`config.mk`:
```
export PLATFORM = sky130hd
export DESIGN_NAME = stopwatch_bcd
export DESIGN_NICKNAME = d
export VERILOG_FILES = /design/src/rtl/stopwatch_pkg.sv /design/src/rtl/stopwatch_bcd_digit_cnt.sv /design/src/rtl/stopwatch_bcd.sv
export SDC_FILE = /design/constraint.sdc
export NUM_CORES = 1
export LEC_CHECK = 0
export CAP_MARGIN = 15
export CORE_ASPECT_RATIO = 0.5
export CORE_MARGIN = 2
export CORE_UTILIZATION = 36
export CTS_BUF_LIST = sky130_fd_sc_hd__clkbuf_2
export DETAILED_ROUTE_END_ITERATION = 6
export GPL_TIMING_DRIVEN = 0
export PLACE_DENSITY = 0.58
export SLEW_MARGIN = 15
export SYNTH_ARGS = -nofsm -noshare
export SYNTH_HDL_FRONTEND = slang
export SYNTH_SLANG_ARGS = --single-unit
```
`constraint.sdc`:
```
create_clock -name clk -period 2.6 [get_ports clk]
set_input_delay 0.52 -clock clk [delete_from_list [all_inputs] [get_ports clk]]
set_output_delay 0.52 -clock clk [all_outputs]
set_load 0.005 [all_outputs]
```
`src/rtl/stopwatch_pkg.sv`:
```
// stopwatch_pkg: shared types and digit moduli for the BCD stopwatch
package stopwatch_pkg;
  typedef enum logic [1:0] {STOPPED, RUNNING, LAP} sw_state_t;
  typedef logic [3:0] bcd_t;
  localparam int unsigned MOD_TEN = 10;
  localparam int unsigned MOD_SIX = 6;
endpackage

```
`src/rtl/stopwatch_bcd_digit_cnt.sv`:
```
// bcd_digit_cnt: one BCD digit counting modulo MOD
//   clk, rst_n : clock, async active-low reset
//   clr        : synchronous clear (wins over inc)
//   inc        : advance by one, wrapping MOD-1 -> 0
//   q          : digit value
//   at_max     : q == MOD-1, used to build the carry chain
module bcd_digit_cnt
  import stopwatch_pkg::*;
#(
  parameter int unsigned MOD = MOD_TEN
) (
  input  logic clk,
  input  logic rst_n,
  input  logic clr,
  input  logic inc,
  output bcd_t q,
  output logic at_max
);
  assign at_max = (q == bcd_t'(MOD - 1));
  always_ff @(posedge clk or negedge rst_n)
    if (!rst_n) q <= '0;
    else if (clr) q <= '0;
    else if (inc) q <= at_max ? '0 : q + 1'b1;
endmodule

```
`src/rtl/stopwatch_bcd.sv`:
```
// stopwatch_bcd: MM:SS.t BCD stopwatch with start/stop, clear and lap-freeze
//   clk, rst_n        : clock, async active-low reset
//   go, clr, lap      : single-cycle control pulses (priority clr > go > lap)
//   tenths..min_tens  : displayed BCD digits (lap latch while in LAP)
//   running           : high in RUNNING or LAP
//   wrap              : one-cycle pulse on 59:59.9 -> 00:00.0
module stopwatch_bcd
  import stopwatch_pkg::*;
#(
  parameter int unsigned TICKS_PER_TENTH = 5_000_000
) (
  input  logic clk,
  input  logic rst_n,
  input  logic go,
  input  logic clr,
  input  logic lap,
  output bcd_t tenths,
  output bcd_t sec_ones,
  output bcd_t sec_tens,
  output bcd_t min_ones,
  output bcd_t min_tens,
  output logic running,
  output logic wrap
);
  localparam int unsigned PW = $clog2(TICKS_PER_TENTH);
  sw_state_t state, state_n;
  logic [PW-1:0] pre;
  logic active, tick, cap, show;
  bcd_t q [5];
  bcd_t lat [5];
  logic mx [5];
  logic inc [5];
  always_ff @(posedge clk or negedge rst_n)
    if (!rst_n) state <= STOPPED;
    else state <= state_n;
  always_comb begin
    state_n = state;
    cap = 1'b0;
    if (clr) state_n = STOPPED;
    else if (go) state_n = (state == STOPPED) ? RUNNING : STOPPED;
    else if (lap && state == RUNNING) begin
      state_n = LAP;
      cap = 1'b1;
    end else if (lap && state == LAP) state_n = RUNNING;
  end
  assign active = (state != STOPPED);
  assign running = active;
  assign show = (state == LAP);
  assign tick = active && (pre == PW'(TICKS_PER_TENTH - 1));
  // prescaler only advances while running, so a stop keeps the partial tenth
  always_ff @(posedge clk or negedge rst_n)
    if (!rst_n) pre <= '0;
    else if (clr) pre <= '0;
    else if (active) pre <= tick ? '0 : pre + 1'b1;
  // each digit advances on tick when every lower digit is at its maximum
  assign inc[0] = tick;
  genvar i;
  for (i = 0; i < 5; i++) begin : g_dig
    if (i > 0) begin : g_carry
      assign inc[i] = inc[i-1] & mx[i-1];
    end
    bcd_digit_cnt #(.MOD((i == 2 || i == 4) ? MOD_SIX : MOD_TEN)) u_dig (
      .clk   (clk),
      .rst_n (rst_n),
      .clr   (clr),
      .inc   (inc[i]),
      .q     (q[i]),
      .at_max(mx[i])
    );
    always_ff @(posedge clk or negedge rst_n)
      if (!rst_n) lat[i] <= '0;
      else if (clr) lat[i] <= '0;
      else if (cap) lat[i] <= q[i];
  end
  always_ff @(posedge clk or negedge rst_n)
    if (!rst_n) wrap <= 1'b0;
    else wrap <= !clr && inc[4] && mx[4];
  assign tenths   = show ? lat[0] : q[0];
  assign sec_ones = show ? lat[1] : q[1];
  assign sec_tens = show ? lat[2] : q[2];
  assign min_ones = show ? lat[3] : q[3];
  assign min_tens = show ? lat[4] : q[4];
endmodule

```
Yosys cells after proc, flatten, opt, wreduce, memory -nomap -nowiden
Cells that the tools add are included.
{ "op_classes": {"n_bitwise": 4, "mux": 41, "reduce_logical": 16, "eq_ne": 8, "add_sub_neg": 6} }
{ "ops": {"columns": ["cell", "count"], "rows": [
  ["2-to-1 mux 4 bit", 30],
  ["2-to-1 mux 23 bit", 3],
  ["adder 23 x 1 -> 23 bit, second input constant", 1],
  ["== test 23 bit, second input constant", 1],
  ["adder 4 x 1 -> 4 bit, second input constant", 5],
  ["nonzero test 2 bit", 8],
  ["== test 4 bit, second input constant", 3],
  ["== test 4 x 3 -> 1 bit, second input constant", 2],
  ["2-to-1 mux 2 bit", 4],
  ["logical AND 1 bit", 5],
  ["AND 1 bit", 4],
  ["2-to-1 mux 1 bit", 4],
  ["nonzero test 4 bit", 1],
  ["== test 2 x 1 -> 1 bit, second input constant", 1],
  ["== test 2 bit, second input constant", 1],
  ["logical NOT 2 bit", 1],
  ["logical NOT 1 bit", 1]
]} }
{ "totals": {"reg_bits": 66, "wordCells": 88, "out_inout_bits": 22, "in_bits": 5} }

Logic depth before layout (Yosys ltp)
Gate-level depths: netlist (run 1).
{ "depth": {"ltp_word": 8, "depth_mapped": 8, "depth_no_buf": 7} }

Cells and area by module
Synthesis (run 1) repeated with hierarchy kept, for this count alone.
{ "unflattened": {"hier_cells": 347, "area_unflattened_um2": 3606.0} }
{ "by_module_without_submodules": {"columns": ["module", "cells_per_inst", "seq_area_each_um2", "area_per_inst_um2", "instances"], "rows": [
  ["stopwatch_bcd", 229, 1151.1, 2473.6, 1],
  ["bcd_digit_cnt (g_dig[0].u_dig ...)", 24, 100.1, 231.5, 3],
  ["bcd_digit_cnt (g_dig[2].u_dig ...)", 23, 100.1, 219.0, 2]
]} }

Worst setup path after synthesis (run 1)
Ideal clock, no wire load.
{ "synth_path": {"path_type": "register to output", "start": "register state[1]", "end": "output port min_ones[0]", "required_time_ps": 2080, "arrival_time_ps": 1662, "path_stages_with_launch": 6, "path_slack_ps": 418, "path_cell_list": "dfrtp_1 -> clkbuf_1 -> nor2b_1 -> clkbuf_1 -> buf_1 -> mux2_2"} }
{ "synth_between": {"elab_chain_len": 2} }
{ "synth_rtl": {"columns": ["element", "line_no", "text"], "rows": [
  ["from (decl)", "stopwatch_bcd.sv:26", "sw_state_t state, state_n;"],
  ["from (signal assigned)", "stopwatch_bcd.sv:35", "else state <= state_n;"],
  ["== test 2 bit", "stopwatch_bcd.sv:48", "assign show = (state == LAP);"],
  ["2-to-1 mux 4 bit", "stopwatch_bcd.sv:81", "assign min_ones = show ? lat[3] : q[3];"],
  ["to (decl)", "stopwatch_bcd.sv:20", "output bcd_t min_ones,"]
]} }
No other way between the ends.

Worst setup path after layout (run 1)
{ "layout_path": {"start": "register state[0]", "end": "output port sec_tens[0]"} }
{ "layout_between": {"elab_chain_len": 2} }
{ "layout_rtl": {"columns": ["element", "line_no", "text"], "rows": [
  ["== test 2 bit", "stopwatch_bcd.sv:48", null],
  ["2-to-1 mux 4 bit", "stopwatch_bcd.sv:80", "assign sec_tens = show ? lat[2] : q[2];"],
  ["to (decl)", "stopwatch_bcd.sv:19", "output bcd_t sec_tens,"]
]} }
No other way between the ends.

==> results of run 1 <==
cells by family (layout without fill, tap and decap cells):
group | after synthesis | in the layout
AO/OA/AOI/OAI | 60 | 60
XOR/XNOR | 19 | 19
adder cells (fa/ha/maj) | 11 | 11
buffers and inverters | 22 | 71
flip-flops | 66 | 66
multiplexers | 19 | 19
AND/OR/NAND/NOR | 162 | 162
stage by stage:
step,std cells,setup TNS [ns]
after floorplan,359,0
after global placement,519,-93.48
after detailed placement,520,-6.08
after CTS,543,0
after global routing,543,0
final,543,0
worst max-delay path, cell delays in order, from the launching register on:
cell and delay, ns:
dfrtp_2 0.44, nor2b_1 0.13, clkbuf_8 0.16, buf_12 0.12, mux2_2 0.32, dlygate4sd2_1 0.26
per-layer routing:
| layer | GRT usage | part of all wire | up-vias |
|---|---|---|---|
| met2 | 0.261 | 0.43 | 27 |
| met1 | 0.233 | 0.52 | 1353 |
| li1 | - | - | 1388 |
| met3 | 0.0470 | 0.031 | 10 |
| met5 | 0 | 0 | - |
| met4 | 0.0583 | 0.014 | 0 |
Yosys cell counts (2+ instances only):
master     instances  area [um^2]
inv_1              7         26.3
and3_1             2         12.5
nor3_1             7         35.0
nand3_1           19         95.1
o21ai_0           10         50.1
o41ai_1            2         17.5
nor2b_1            3         18.8
mux2_2            15          169
a22o_1            20          175
a21oi_1           21          105
dfrtp_1           66         1650
clkbuf_1           9         33.8
a211oi_1           3         22.5
ha_1              11          138
nand4_1           11         68.8
or3_1             12         75.1
buf_2              2         10.0
nand4bb_1          2         22.5
o2bb2ai_1          2         17.5
mux2i_1            4         40.0
nand2b_1           5         31.3
nand3b_1           6         45.0
xor2_1            17          149
nor2_1            37          139
nand2_1           36          135
nor4_1             9         56.3
nand4b_1           2         17.5
xnor2_1            2         17.5
and2_1             2         12.5
layout make-up:
cell class / instances / area (um^2)
fill: 949 / 5320
multi-input combinational: 271 / 1800
sequential: 66 / 1650
timing repair buffer: 34 / 294
tap: 135 / 169
buffer: 14 / 110
clock inverter: 7 / 83.8
clock buffer: 9 / 45.0
inverter: 7 / 26.3
timing repair:
action                                  in CTS  in global routing
endpoints found under the setup margin      22                 19
setup buffers                                7                  0
hold buffers                                 1                  0
pin swaps                                    0                  1
gates cloned                                 0                  0
hold endpoints to repair                    14                  0
gates resized for setup                     44                  9
worst min-delay path by stage:
stage / from / endpoint / slack, ns
4_1_cts: rst_n / pre[12] / 0.32
5_1_grt: rst_n / pre[12] / 0.33
3_3_place_gp: lat[2] / lat[2] / 0.48
6_report: rst_n / pre[4] / 0.37
2_1_floorplan: rst_n / g_dig[0].u_dig.q[0] / 0.22
3_5_place_dp: rst_n / pre[4] / 0.40
sequential cells by signal (all words and copies together), names as in the netlist:
name	count
pre	23
g_dig.u_dig.q	20
lat	20
state	2
wrap	1
report_power, final:
group,internal (mW),switching (mW),leakage (nW),total (mW)
logic,0.0329,0.0689,0.861,0.102
registers,1.03,0.00409,0.917,1.04
clock network,0.309,0.378,0.0829,0.687
total,1.37,0.451,1.86,1.82
==> results.py, run 1 <==
metrics = {
    "critical_path": {
        "rr_worst_depth": 5,
        "r2r_slack_ns": 0.18,
        "r2r_end": "g_dig[4].u_dig.q[2]",
        "crit_required_ns": 2.08,
        "crit_start": "state[0]",
        "cp_max_fo": 8,
        "arrival_ns": 1.96,
        "regToRegStartpoint": "pre[16]",
        "critPathCapture": "sec_tens[0]",
        "path_class": "reg -> out",
        "end_kind": "primary output",
        "startpoint_type": "register",
    },
    "finish": {
        "fin_util": 0.440,
        "final_common_cell": "dfrtp_1",
        "layout_common_cells": "dfrtp_1 (64), nor2_1 (36), nand2_1 (35)",
        "num-nets-final": 419,
        "syn_to_final_growth_pct": 18.4,
        "layout-drive-gt1-share": 0.152,
        "stdcell_area_um2": 4190,
        "n_antenna_cell": 0,
    },
    "floorplanning": {
        "die_area_um2": 10700,
        "pin_count": 27,
        "die_h_um": 74.1,
        "die_x_um": 144,
        "core_area_um2": 9510,
        "start_util": 0.372,
        "fp-row-count": 25,
    },
    "drt": {
        "drc_errors": 0,
        "drt_iter0_markers": 125,
        "vias": 2778,
        "ant_nets": 0,
        "wl_per_cell_um": 15.0,
        "vias_per_cell": 5.12,
        "routed_wl_um": 8130,
        "firstDrtPassIters": 4,
    },
    "sta": {
        "period_share": 0.952,
        "hold_slack_ns": 0.367,
        "hold_viol": 0,
        "fmaxAchievable_mhz": 404,
        "worst_slack_ns": 0.125,
        "finalCriticalPeriod_ns": 2.48,
        "maxSlewViolCount": 0,
        "skew_ns": 0.0239,
        "finalSetupViolations": 0,
        "rsz0062_at_grt": "false",
        "relSlewSlack": 0.466,
        "tightest_slew_ns": 0.794,
    },
    "flow_run": {
        "maxCapViolCount": 0,
    },
    "placed_design": {
        "portBuffers": 25,
        "place_congestion": 0.776,
        "dpl_worst_slack_ns": -0.489,
        "dp_hpwl_um": 5630,
        "place_area_um2": 3980,
    },
    "synthesis": {
        "synth_fa_ha_area_frac": 0.0389,
        "synth_top_family_by_area": "simple AND/OR/NAND/NOR gates",
        "synth_nets": 375,
        "synth_compound_area_frac": 0.114,
        "async_flop_share": 1.00,
        "ys_seq_area_frac": 0.467,
        "synth_flop_cell": "dfrtp_1",
        "synth_seq_cells": 66,
        "ys_warn_count": 0,
        "ys_types": 44,
        "synth-simple-area-share": 0.245,
        "synth_edf_count": 0,
        "netlist_area_um2": 3540,
        "synth_cells": 359,
        "synthXorXnorAreaFrac": 0.0471,
        "synth_mux_area_frac": 0.0591,
        "syn_avg_cell_area_um2": 9.85,
    },
    "clocking": {
        "cts_buffer_depth": 2,
        "root_buffer": "clkbuf_2",
        "cts_tree": "done",
        "path_clk_slew_ns": 0.17,
        "cts_made_buffers": 9,
        "cts_htree_levels": 3,
        "clock-sinks": 66,
        "insertion_delay_ns": 0.54,
    },
    "global_routing": {
        "grt_start_max_net_pins": 53,
        "grt_use_total": 0.169,
        "grt_pass1_vias": 2701,
        "overflow": 0,
        "grt_first_pass_wirelength_um": 13700,
        "antenna_found_initial": 0,
    },
    "status": {
        "run_status": "finished, final reports clean",
    },
    "power": {
        "vdd_drop_max_uv": 171,
        "p_per_area_nw_per_um2": 436,
        "power_mw": 1.82,
        "leakagePower_nw": 1.86,
    },
    "hold_path": {
        "hold_path.class": "in -> async",
    },
}
Power figures use the tool's default switching activity.
==> run 2: changes to the inputs <==
Settings changed: SETUP_SLACK_MARGIN set to 0.15.
==> run 2 against run 1 <==
Effect of this change: fmax decreased by 1.5%; clock-buffer cell count unchanged; worst setup slack got worse by 0.039 ns; via count increased by 1.4%; wire length increased by 3.2%; flip-flop and latch count unchanged; critical endpoint is now tenths[0]; highest routed layer unchanged.
==> results.py, run 2 (synthesis gave the netlist of run 1 again) <==
metrics = {
    "drt": {
        "ant_nets": 0,
        "drt_iter0_markers": 142,
        "drc_errors": 0,
        "firstDrtPassIters": 4,
        "wl_per_cell_um": 15.2,
        "routed_wl_um": 8400,
        "vias": 2816,
        "vias_per_cell": 5.11,
    },
    "finish": {
        "syn_to_final_growth_pct": 22.6,
        "fin_util": 0.456,
        "largest_reg_flops": 23,
        "layout_common_cells": "dfrtp_1 (64), nor2_1 (36), nand2_1 (33)",
        "stdcell_area_um2": 4330,
        "top_regs": "pre x23, g_dig.u_dig.q x20, lat x20",
        "largest-register": "pre",
        "num-nets-final": 427,
        "fin_cells": 551,
        "fillerInstances": 935,
        "final_common_cell": "dfrtp_1",
        "layout-drive-gt1-share": 0.209,
        "n_antenna_cell": 0,
    },
    "global_routing": {
        "grt_busiest_layer": "met2",
        "grt_util_met3": 0.0470,
        "grt_use_met1": 0.240,
        "grt_first_pass_wirelength_um": 14000,
        "antenna_found_initial": 0,
        "grt_start_max_net_pins": 53,
        "grt_use_total": 0.173,
        "overflow": 0,
        "use_met2": 0.265,
        "grt_pass1_vias": 2710,
    },
    "sta": {
        "skew_ns": 0.0244,
        "maxSlewViolCount": 0,
        "tightest_slew_ns": 0.797,
        "fmaxAchievable_mhz": 398,
        "finalSetupViolations": 0,
        "hold_viol": 0,
        "hold_slack_ns": 0.360,
        "finalCriticalPeriod_ns": 2.51,
        "period_share": 0.967,
        "rsz0062_at_grt": "true",
        "relSlewSlack": 0.464,
    },
    "critical_path": {
        "crit_required_ns": 2.08,
        "path_class": "reg -> out",
        "startpoint_type": "register",
        "rr_worst_depth": 6,
        "crit_slowest_cell": "dfrtp_1",
        "slowest_delay_ns": 0.41,
        "crit_top_cell": "buf_8",
        "cp_cell_sequence": "clkbuf_8 -> nor2b_4 -> buf_8 -> buf_12 -> buf_8 -> mux2_4 -> buf_6",
        "arrival_ns": 1.99,
        "end_kind": "primary output",
        "cp_max_fo": 8,
    },
    "power": {
        "vdd_drop_max_uv": 171,
        "leakagePower_nw": 1.91,
        "swShare": 0.248,
        "combPwrFrac": 0.061,
        "p_per_area_nw_per_um2": 423,
        "p_clk_frac": 0.374,
        "p_int_mw": 1.38,
        "power.switching_mw": 0.455,
        "seq_power_share": 0.565,
    },
    "flow_run": {
        "maxCapViolCount": 0,
    },
    "clocking": {
        "cts_made_buffers": 9,
        "path_clk_slew_ns": 0.17,
        "clock-sinks": 66,
        "cts_tree": "done",
        "cts_buffer_depth": 2,
        "cts_htree_levels": 3,
        "insertion_delay_ns": 0.55,
        "root_buffer": "clkbuf_2",
    },
    "placed_design": {
        "place_area_um2": 3980,
        "portBuffers": 25,
        "dp_cells": 520,
        "dp_hpwl_um": 5630,
        "place_congestion": 0.776,
    },
    "floorplanning": {
        "fp-row-count": 25,
        "die_area_um2": 10700,
        "pin_count": 27,
        "die_h_um": 74.1,
        "core_area_um2": 9510,
        "start_util": 0.372,
        "die_x_um": 144,
    },
    "status": {
        "run_status": "finished, final reports clean",
    },
    "hold_path": {
        "hold_path.class": "in -> async",
    },
}
==> run 2: power groups by stage <==
| stage | Sequential [mW] | Clock, mW | Combinational (mW) |
|---|---|---|---|
| CTS | 1.04 | 0.707 | 0.106 |
| detailed placement | 1.05 | 0 | 0.0932 |
| floorplan | 1.05 | 0 | 0.0404 |
| finish | 1.04 | 0.687 | 0.111 |
| global route | 1.04 | 0.754 | 0.124 |
| global placement | 1.06 | 0 | 0.0888 |
==> run 2: routing by layer <==
| layer | routed length (um) | vias to the layer above |
|---|---|---|
| met4 | 50 | 0 |
| met3 | 257 | 4 |
| met2 | 3740 | 24 |
| met1 | 4340 | 1384 |
| met5 | 0 | - |
| li1 | - | 1404 |
==> run 2: what timing repair did <==
item,CTS,global route
setup endpoints to repair,33,33
pin swaps,1,3
resized for setup,98,30
setup buffers,7,7
hold buffers,1,0
endpoints found under the hold margin,14,0
==> run 2: final timing paths <==
| kind | from | to | slack (ns) |
|---|---|---|---|
| setup reg to reg | pre[16] | g_dig[2].u_dig.q[3] | 0.26 |
| min in group clk | clr | g_dig[3].u_dig.q[3] | 0.51 |
| setup / recovery | state[1] | tenths[0] | 0.09 |
| max in group asynchronous | rst_n | lat[10] | 1.72 |
| hold reg to reg | lat[4] | lat[4] | 0.52 |
| hold / removal | rst_n | pre[4] | 0.36 |
==> run 2: critical path: cells and delay by family, from the launching register on <==
| kind | cells | cell delay [ns] |
|---|---|---|
| AND/OR/NAND/NOR | 1 | 0.12 |
| buffers and inverters | 5 | 0.63 |
| multiplexers | 1 | 0.30 |
| flip-flops | 1 | 0.41 |
==> run 2: cell type report <==
| class | instances | area [um^2] | area share |
|---|---|---|---|
| Clock inverter | 7 | 83.8 | 0.0193 |
| Buffer | 15 | 131 | 0.0303 |
| Timing Repair Buffer | 41 | 362 | 0.0834 |
| Multi-Input combinational cell | 271 | 1860 | 0.430 |
| Sequential cell | 66 | 1650 | 0.382 |
| Tap cell | 135 | 169 | 0.0390 |
| Clock buffer | 9 | 45.0 | 0.0104 |
| Inverter | 7 | 26.3 | 0.00606 |
==> run 2: through the flow <==
stage	power (mW)	worst slack, ns	TNS, ns
2_1_floorplan	1.09	0.418	0
5_1_grt	1.92	0.00528	0
3_5_place_dp	1.15	-0.489	-6.08
6_report	1.83	0.0863	0
4_1_cts	1.85	0.0329	0
3_3_place_gp	1.14	-1.32	-93.48
